$ cat src/rtl/exec_pkg.sv
// exec_pkg: shared definitions for the execute-stage ALU arbiter.
//   - ALU ifun codes (add/sub/and/xor); every other code is illegal.
//   - jXX/cmovXX condition codes and the condition evaluation helper.
//   - Bit positions of the flags inside the condition-code register.
//   - FSM state encoding of the arbiter.
package exec_pkg;

  localparam logic [3:0] ALU_ADD = 4'd0;
  localparam logic [3:0] ALU_SUB = 4'd1;
  localparam logic [3:0] ALU_AND = 4'd2;
  localparam logic [3:0] ALU_XOR = 4'd3;

  localparam logic [3:0] COND_ALWAYS = 4'd0;
  localparam logic [3:0] COND_LE     = 4'd1;
  localparam logic [3:0] COND_L      = 4'd2;
  localparam logic [3:0] COND_E      = 4'd3;
  localparam logic [3:0] COND_NE     = 4'd4;
  localparam logic [3:0] COND_GE     = 4'd5;
  localparam logic [3:0] COND_G      = 4'd6;

  // Flag positions inside cc = {OF,SF,ZF}
  localparam int CC_ZF = 0;
  localparam int CC_SF = 1;
  localparam int CC_OF = 2;

  localparam logic [2:0] CC_RESET = 3'b001;

  typedef enum logic [1:0] {
    IDLE = 2'd0,
    EXEC = 2'd1,
    RESP = 2'd2
  } state_e;

  // Evaluate a jXX/cmovXX condition against a condition-code value.
  function automatic logic cond_eval(input logic [3:0] fun, input logic [2:0] cc);
    logic lt;
    logic res;
    lt = cc[CC_SF] ^ cc[CC_OF];
    case (fun)
      COND_ALWAYS: res = 1'b1;
      COND_LE:     res = lt | cc[CC_ZF];
      COND_L:      res = lt;
      COND_E:      res = cc[CC_ZF];
      COND_NE:     res = ~cc[CC_ZF];
      COND_GE:     res = ~lt;
      COND_G:      res = ~lt & ~cc[CC_ZF];
      default:     res = 1'b0;
    endcase
    return res;
  endfunction

endpackage

$ cat src/rtl/alu_cc_64bit.sv
// alu_cc_64bit: combinational execute ALU with condition-flag generation.
// Ports:
//   fun     in   4      ALU ifun (add/sub/and/xor)
//   a, b    in   WIDTH  operands valA / valB; result is b OP a
//   result  out  WIDTH  valE, zero for an illegal ifun
//   flags   out  3      {OF,SF,ZF} of the result
//   illegal out  1      ifun is not one of the four ALU operations
module alu_cc_64bit
  import exec_pkg::*;
#(
  parameter int WIDTH = 64
) (
  input  logic [3:0]       fun,
  input  logic [WIDTH-1:0] a,
  input  logic [WIDTH-1:0] b,
  output logic [WIDTH-1:0] result,
  output logic [2:0]       flags,
  output logic             illegal
);

  logic of;

  always_comb begin
    result  = '0;
    of      = 1'b0;
    illegal = 1'b0;
    case (fun)
      ALU_ADD: begin
        result = b + a;
        // Same-signed operands producing a differently-signed sum
        of = (a[WIDTH-1] == b[WIDTH-1]) && (result[WIDTH-1] != a[WIDTH-1]);
      end
      ALU_SUB: begin
        result = b - a;
        // b - a overflows when the operands differ in sign and the result
        // takes the sign of a
        of = (a[WIDTH-1] != b[WIDTH-1]) && (result[WIDTH-1] != b[WIDTH-1]);
      end
      ALU_AND: result = b & a;
      ALU_XOR: result = b ^ a;
      default: illegal = 1'b1;
    endcase
  end

  always_comb begin
    flags        = '0;
    flags[CC_ZF] = (result == '0);
    flags[CC_SF] = result[WIDTH-1];
    flags[CC_OF] = of;
  end

endmodule

$ cat src/rtl/alu_arbiter_cc.sv
// alu_arbiter_cc: one execute ALU shared round-robin between two requesters,
// holding the architectural condition-code register and evaluating jXX/cmovXX
// conditions from it.
// Ports:
//   clk, rst_n   clock, asynchronous active-low reset
//   req_valid    in  2        per-requester request valid
//   req_ready    out 2        per-requester grant, one-hot or zero
//   req_fun      in  8        ifun per requester ([3:0]=req0, [7:4]=req1)
//   req_a/req_b  in  2*WIDTH  operands per requester (low half = req0)
//   req_set_cc   in  2        op updates CC
//   rsp_valid    out 1        result valid (held until rsp_ready)
//   rsp_ready    in  1        consumer accepts result
//   rsp_id       out 1        requester index of the result
//   rsp_result   out WIDTH    valE
//   rsp_err      out 1        illegal ifun
//   cc_q         out 3        {OF,SF,ZF}
//   cond_fun     in  4        condition to evaluate
//   cond_true    out 1        condition from current cc_q
//
// Handshake: a request transfers on a rising edge where req_valid[i] and
// req_ready[i] are both high; a response transfers on a rising edge where
// rsp_valid and rsp_ready are both high. req_ready is only ever raised in IDLE,
// and rsp_valid with all rsp_* outputs stays stable until that transfer.
module alu_arbiter_cc
  import exec_pkg::*;
#(
  parameter int WIDTH = 64
) (
  input  logic                 clk,
  input  logic                 rst_n,
  input  logic [1:0]           req_valid,
  output logic [1:0]           req_ready,
  input  logic [7:0]           req_fun,
  input  logic [2*WIDTH-1:0]   req_a,
  input  logic [2*WIDTH-1:0]   req_b,
  input  logic [1:0]           req_set_cc,
  output logic                 rsp_valid,
  input  logic                 rsp_ready,
  output logic                 rsp_id,
  output logic [WIDTH-1:0]     rsp_result,
  output logic                 rsp_err,
  output logic [2:0]           cc_q,
  input  logic [3:0]           cond_fun,
  output logic                 cond_true
);

  state_e            state_q;
  logic              last_grant_q;
  logic [3:0]        fun_q;
  logic [WIDTH-1:0]  a_q;
  logic [WIDTH-1:0]  b_q;
  logic              set_cc_q;
  logic              id_q;

  logic              win_id;
  logic [WIDTH-1:0]  alu_result;
  logic [2:0]        alu_flags;
  logic              alu_illegal;

  // Requester 1 wins when it is the only one asking, or when both ask and
  // requester 0 had the previous grant.
  always_comb begin
    win_id    = req_valid[1] & (~req_valid[0] | ~last_grant_q);
    req_ready = 2'b00;
    if (state_q == IDLE && req_valid != 2'b00) begin
      req_ready = win_id ? 2'b10 : 2'b01;
    end
  end

  alu_cc_64bit #(.WIDTH(WIDTH)) u_alu (
    .fun     (fun_q),
    .a       (a_q),
    .b       (b_q),
    .result  (alu_result),
    .flags   (alu_flags),
    .illegal (alu_illegal)
  );

  always_ff @(posedge clk or negedge rst_n) begin
    if (!rst_n) begin
      state_q      <= IDLE;
      last_grant_q <= 1'b1;
      fun_q        <= '0;
      a_q          <= '0;
      b_q          <= '0;
      set_cc_q     <= 1'b0;
      id_q         <= 1'b0;
      rsp_id       <= 1'b0;
      rsp_result   <= '0;
      rsp_err      <= 1'b0;
      cc_q         <= CC_RESET;
    end else begin
      case (state_q)
        IDLE: begin
          if (req_ready != 2'b00) begin
            fun_q        <= win_id ? req_fun[7:4] : req_fun[3:0];
            a_q          <= win_id ? req_a[2*WIDTH-1:WIDTH] : req_a[WIDTH-1:0];
            b_q          <= win_id ? req_b[2*WIDTH-1:WIDTH] : req_b[WIDTH-1:0];
            set_cc_q     <= req_set_cc[win_id];
            id_q         <= win_id;
            last_grant_q <= win_id;
            state_q      <= EXEC;
          end
        end
        EXEC: begin
          rsp_result <= alu_result;
          rsp_err    <= alu_illegal;
          rsp_id     <= id_q;
          if (set_cc_q && !alu_illegal) begin
            cc_q <= alu_flags;
          end
          state_q <= RESP;
        end
        RESP: begin
          if (rsp_ready) begin
            state_q <= IDLE;
          end
        end
        default: state_q <= IDLE;
      endcase
    end
  end

  // Decoded from the state register, so it drops as soon as rst_n falls.
  assign rsp_valid = (state_q == RESP);
  assign cond_true = cond_eval(cond_fun, cc_q);

endmodule

$ cat config.mk
export PLATFORM = sky130hd
export DESIGN_NAME = alu_arbiter_cc
export DESIGN_NICKNAME = d
export VERILOG_FILES = /design/src/rtl/exec_pkg.sv /design/src/rtl/alu_cc_64bit.sv /design/src/rtl/alu_arbiter_cc.sv
export SDC_FILE = /design/constraint.sdc
export NUM_CORES = 1
export LEC_CHECK = 0
export CORE_MARGIN = 2
export CORE_UTILIZATION = 48
export CTS_CLUSTER_SIZE = 30
export DETAILED_ROUTE_END_ITERATION = 16
export PLACE_DENSITY = 0.74
export RECOVER_POWER = 25
export SYNTH_ARGS = -nofsm -noshare
export SYNTH_HDL_FRONTEND = slang
export SYNTH_HIERARCHICAL = 1
export SYNTH_SLANG_ARGS = --single-unit
$ cat constraint.sdc
create_clock -name clk -period 5.6 [get_ports clk]
set_clock_uncertainty 0.05 [all_clocks]
set_input_delay 0.84 -clock clk [delete_from_list [all_inputs] [get_ports clk]]
set_output_delay 0.84 -clock clk [all_outputs]
set_load 0.005 [all_outputs]
* Word-level counts from Yosys, hierarchy flattened *
Index checks and enable logic that the tools add are counted.

word-level totals
  word-level logic and storage cells = 70
  register bits after elaboration = 206
  input port bits = 275

cells by class
  $add $sub $neg = 2
  mux-type cells = 14
  reduce and logical (&&, ||, !) cells = 14
  equal/unequal tests = 17
  bitwise gates (word level) = 11
  magnitude comparators = 1

operators by type and width
  cell                                                                    number
  64-bit one-hot mux with 4 select lines                                  1
  64-bit two-way mux                                                      2
  64-bit adder                                                            1
  64-bit AND                                                              1
  64-bit logical NOT                                                      1
  64-bit subtractor                                                       1
  64-bit XOR                                                              1
  4-bit by 2-bit equality test with 1-bit output (second input constant)  4
  4-bit by 3-bit equality test with 1-bit output (second input constant)  3
  4-bit by 1-bit equality test with 1-bit output (second input constant)  2
  4-bit logical NOT                                                       2
  2-bit two-way mux                                                       4
  1-bit one-hot mux with 7 select lines                                   1
  2-bit one-hot mux with 3 select lines                                   1
  2-bit AND reduction                                                     3
  1-bit logical AND                                                       4
  4-bit two-way mux                                                       1
  2-bit by 1-bit != test with 1-bit output (second input constant)        2
  1-bit NOT                                                               4
  2-bit nonzero test                                                      2
  4-bit OR reduction                                                      1
  1-bit two-way mux                                                       3
  1-bit != test                                                           3
  1-bit AND                                                               2
  8 further kinds                                                         9

* Depth between registers and ports, before layout *
  depth after elaboration = 8
  mapped depth = 17
  mapped depth without buffers = 16

* By module *
The synthesis kept the hierarchy.

modules (own cells, without submodules)
  module          area each (µm²)  instances  cells an instance
  alu_cc_64bit    11433.5          1          1864
  alu_arbiter_cc  8201.6           1          618

* Worst setup path after synthesis *
OpenSTA, ideal clock, no wires.

  kind = flip-flop to flip-flop
  start = reg a_q[13]
  end = reg cc_q[0]
  setup slack = 982 ps
  data arrival time = 4509 ps
  period minus slack after synthesis = 4618 ps
  buffers on the path = 1
  cell stages (with the launch flop) = 17
  data required time = 5490 ps
  cells stage by stage = dfrtp_1 inv_1 ha_1 buf_2 nor4_1 nand3_1 a2111oi_1 nor4_2 xnor2_1 a21oi_1 o31ai_1 or4_1 or4_1 or4_1 or4_1 nor4_2 mux2_2

between the ends
  cells in the longest elaborated chain, start to end = 3

ends and longest elaborated chain
  item                                                      RTL line                                source
  from (decl)                                               alu_arbiter_cc.sv:50                    logic [WIDTH-1:0] a_q;
  from (signal assigned)                                    alu_arbiter_cc.sv:97                    a_q <= win_id ? req_a[2*WIDTH-1:WIDTH] : req_a[WIDTH-1:0];
  64-bit subtractor / 64-bit adder (equally long branches)  alu_cc_64bit.sv:34, alu_cc_64bit.sv:29
  64-bit one-hot mux with 4 select lines (*)                alu_cc_64bit.sv:27                      case (fun)
  named net alu_result[17]                                  alu_arbiter_cc.sv:56                    logic [WIDTH-1:0] alu_result;
  64-bit logical NOT (*)                                    alu_cc_64bit.sv:47                      flags[CC_ZF] = (result == '0);
  named net alu_flags[0]                                    alu_arbiter_cc.sv:57                    logic [2:0] alu_flags;
  to (signal assigned)                                      alu_arbiter_cc.sv:110                   cc_q <= alu_flags;
  to (decl)                                                 alu_arbiter_cc.sv:42                    output logic [2:0] cc_q,

Mark *: on every way through the listed nets, which the timed path passes. The rest lies on a longest branch.
A chain may end at the register's enable or synchronous reset.

* Worst setup path after layout *
  start = reg a_q[0]
  end = reg cc_q[0]

Same word-level chain as after synthesis.

==> results.yml <==
synth:
  synth_nets: 2887
  synthSimpleGateAreaFrac_pct: 17.8
  syn_avg_cell_area_sq_um: 7.91
  synth_top_area_share_pct: 26.0
  synth_mux_area_share_pct: 5.54
  synthCells: 2482
  ys_seq_area_share_pct: 26.3
  synth.distinct_cells: 92
  synth_xor_area_share_pct: 1.03
  synthFlopType: "dfrtp_1"
  synthTopCellsByArea: "dfrtp_1 (26%), ha_1 (8.2%), a222oi_1 (6.9%)"
  synthAdderAreaFrac_pct: 8.36
  synthArstFlopShare_pct: 100
  synth_edf_count: 0
  yosys.area.top_type: "dfrtp_1"
  synth_warnings: 6
  synth_compound_area_share_pct: 31.8
  ys_ff_latch: 206
  synth_top_family_by_area: "compound AO/OA/AOI/OAI gates"
  synth_area_sq_um: 19600
detailed_routing:
  drc: 0
  route.vias.total: 22900
  drt-wirelength-per-cell_microns: 26.9
  drt-vias-per-instance: 6.88
  ant_nets: 0
  drt_iter0_drc: 3575
  wirelength_microns: 89800
  dr.pass1.iters: 10
cts:
  path_clk_slew_ns: 0.06
  clock-sinks: 206
  cts-root-buf: "clkbuf_16"
  clk_path_buf_depth: 3
  clk_latency_ns: 0.58
  numCtsBuffers: 25
  htreeDepth: 1
  hold_buffers: 0
  tritoncts: "built"
sta:
  worst_pin_slew_ns: 4.00
  slew-limit-headroom_pct: -167
  final.setup.tns_ns: 0
  finalCriticalPeriod_ns: 5.41
  rsz0062_at_grt: "no"
  finalHoldViolations: 0
  slew_viol_final: 88
  fin_crit_sh_pct: 96.6
  setup_viol: 0
  hold_slack_ns: 0.440
  max_freq_mhz: 185
critical_path:
  cp_max_fo: 4
  crit_path_frequent_cell: "or4_1"
  worstReg2RegStart: "a_q[0]"
  crit_type: "reg2reg"
  required_ns: 6.07
  arrival_ns: 5.88
  critPathLaunchType: "register"
  slowest_delay_ns: 0.67
  rr_worst_depth: 15
  crit_slowest_cell: "a2111oi_2"
  critPathCaptureType: "register"
  regToRegSetupSlack_ns: 0.19
  timing.rr.end: "cc_q[0]"
  crit_chain: "ha_1 -> inv_1 -> fa_1 -> o21bai_1 -> o211ai_1 -> a2111oi_2 -> nor4_1 -> a211oi_1 -> a21oi_1 -> or4_1 -> or4_1 -> or4_1 -> or4_1 -> nor4_2 -> mux2_2"
die:
  start_util_pct: 48.3
  core_area_sq_um: 40600
  dieArea_sq_um: 42500
  rows: 74
  chipWidth_microns: 206
  io_pins: 348
  die-height_microns: 206
outcome:
  status: "finished, violations left"
  violations: "capacitance limit, slew limit"
hold_path:
  hold_path.class: "reg2reg"
  whs_path_depth: 1
  hold_path.startpoint: "id_q"
  hold_end: "id_q"
place:
  dpl_cell_area_sq_um: 23800
  place_congestion: 1.06
  place_hpwl_microns: 69200
  io_buffers: 347
global_route:
  grt_usage_pct: 40.8
  antenna_found_initial: 3
  gr-total-overflow: 0
  grt_max_degree: 120
  grt_pass1_vias: 21000
  grt_pass1_wl_microns: 131000
job:
  maxCapViolations: 1
finish:
  n_antenna_cell: 0
  final_nets: 3193
  fin_area_sq_um: 24700
  layout-drive-gt1-share_pct: 8.74
  syn_to_final_growth_pct: 25.7
[worst max-delay path: cells and delay by family (launching register included)]
family / cells / cell delay [ns]
AOI/OAI and AO/OA: 5 / 1.62
adders and majority gates: 2 / 0.62
buffers and inverters: 1 / 0.08
DFF: 1 / 0.41
muxes: 1 / 0.20
and+or+nand+nor: 6 / 2.37
[Yosys cell counts (all sizes together), types with 21 or more instances]
library cell	instances
a211oi	29
a21o	25
a21oi	204
a222oi	135
a31oi	26
buf	54
clkbuf	108
dfrtp	204
ha	128
inv	286
mux2	75
mux2i	22
nand2	177
nand3	46
nand4	35
nor2	207
nor2b	23
nor3	56
nor4	44
o211ai	33
o21a	21
o21ai	133
o21bai	22
o31ai	44
or4	23
[area by class of cell]
cell class	instances	area (sq um)
Inverter	288	1080
Tap cell	532	666
Fill cell	3582	16000
Clock buffer	36	717
Timing Repair Buffer	441	4230
Clock inverter	6	98.8
Sequential cell	206	5160
Multi-Input combinational cell	1826	12700
[registers in the layout, indices dropped and copies added (netlist names)]
signal	flops
set_cc_q	1
last_grant_q	1
rsp_id	1
id_q	1
state_q	2
rsp_err	1
b_q	64
fun_q	4
a_q	64
rsp_result	64
cc_q	3
[cells in the final DEF, fill, tap and decap left out, types with 33 or more instances in the layout]
| cell type | synthesis | final |
|---|---|---|
| clkdlybuf4s50_1 | 0 | 346 |
| inv_1 | 283 | 283 |
| nor2_1 | 207 | 204 |
| a21oi_1 | 204 | 203 |
| dfrtp_1 | 204 | 203 |
| nand2_1 | 177 | 177 |
| a222oi_1 | 135 | 135 |
| ha_1 | 128 | 128 |
| o21ai_0 | 127 | 127 |
| buf_4 | 6 | 90 |
| mux2_2 | 60 | 60 |
| nor3_1 | 55 | 55 |
| nand3_1 | 46 | 46 |
| o31ai_1 | 44 | 44 |
| nor4_1 | 42 | 41 |
| nand4_1 | 35 | 35 |
| o211ai_1 | 33 | 33 |
[worst max-delay path by stage]
stage	to	depth (start not counted)	slack [ns]	start
floorplan	cc_q[0]	16	0.98	a_q[13]
global placement	cc_q[0]	15	0.24	a_q[18]
detailed placement	cc_q[0]	15	0.17	a_q[18]
CTS	cc_q[0]	15	0.15	a_q[0]
global route	cc_q[0]	15	0.02	a_q[0]
finish	cc_q[0]	15	0.19	a_q[0]
[what timing repair did]
action,4_1_cts,5_1_grt
setup buffers,0,0
setup endpoints to repair,0,1
gates resized for setup,0,5
[stage by stage]
step / util, % / std cells / worst slack (ns)
3_5_place_dp: 58.7 / 3293 / 0.173
4_1_cts: 60.7 / 3335 / 0.153
2_1_floorplan: - / 2482 / 0.982
6_report: 60.7 / 3335 / 0.192
3_3_place_gp: 58.7 / 3293 / 0.239
5_1_grt: 60.7 / 3335 / 0.0187
[logic make-up after synthesis]
| group | count (synthesis) |
|---|---|
| xor gates and xnor gates | 23 |
| DFF | 206 |
| adders and majority gates | 130 |
| buffers and inverters | 450 |
| muxes | 98 |
| AOI/OAI and AO/OA | 862 |
| and+or+nand+nor | 713 |
[routing by layer]
metal,GRT usage (%),vias to the layer above,part of all wire [%]
met3,9.07,232,12
li1,-,9982,-
met4,14.3,2,4.0
met5,0,-,0.020
met1,57.5,11100,42
met2,61.2,1628,42
Power is not shown: default switching activity piles up to over one toggle a cycle in this logic, so the estimate is an artifact.
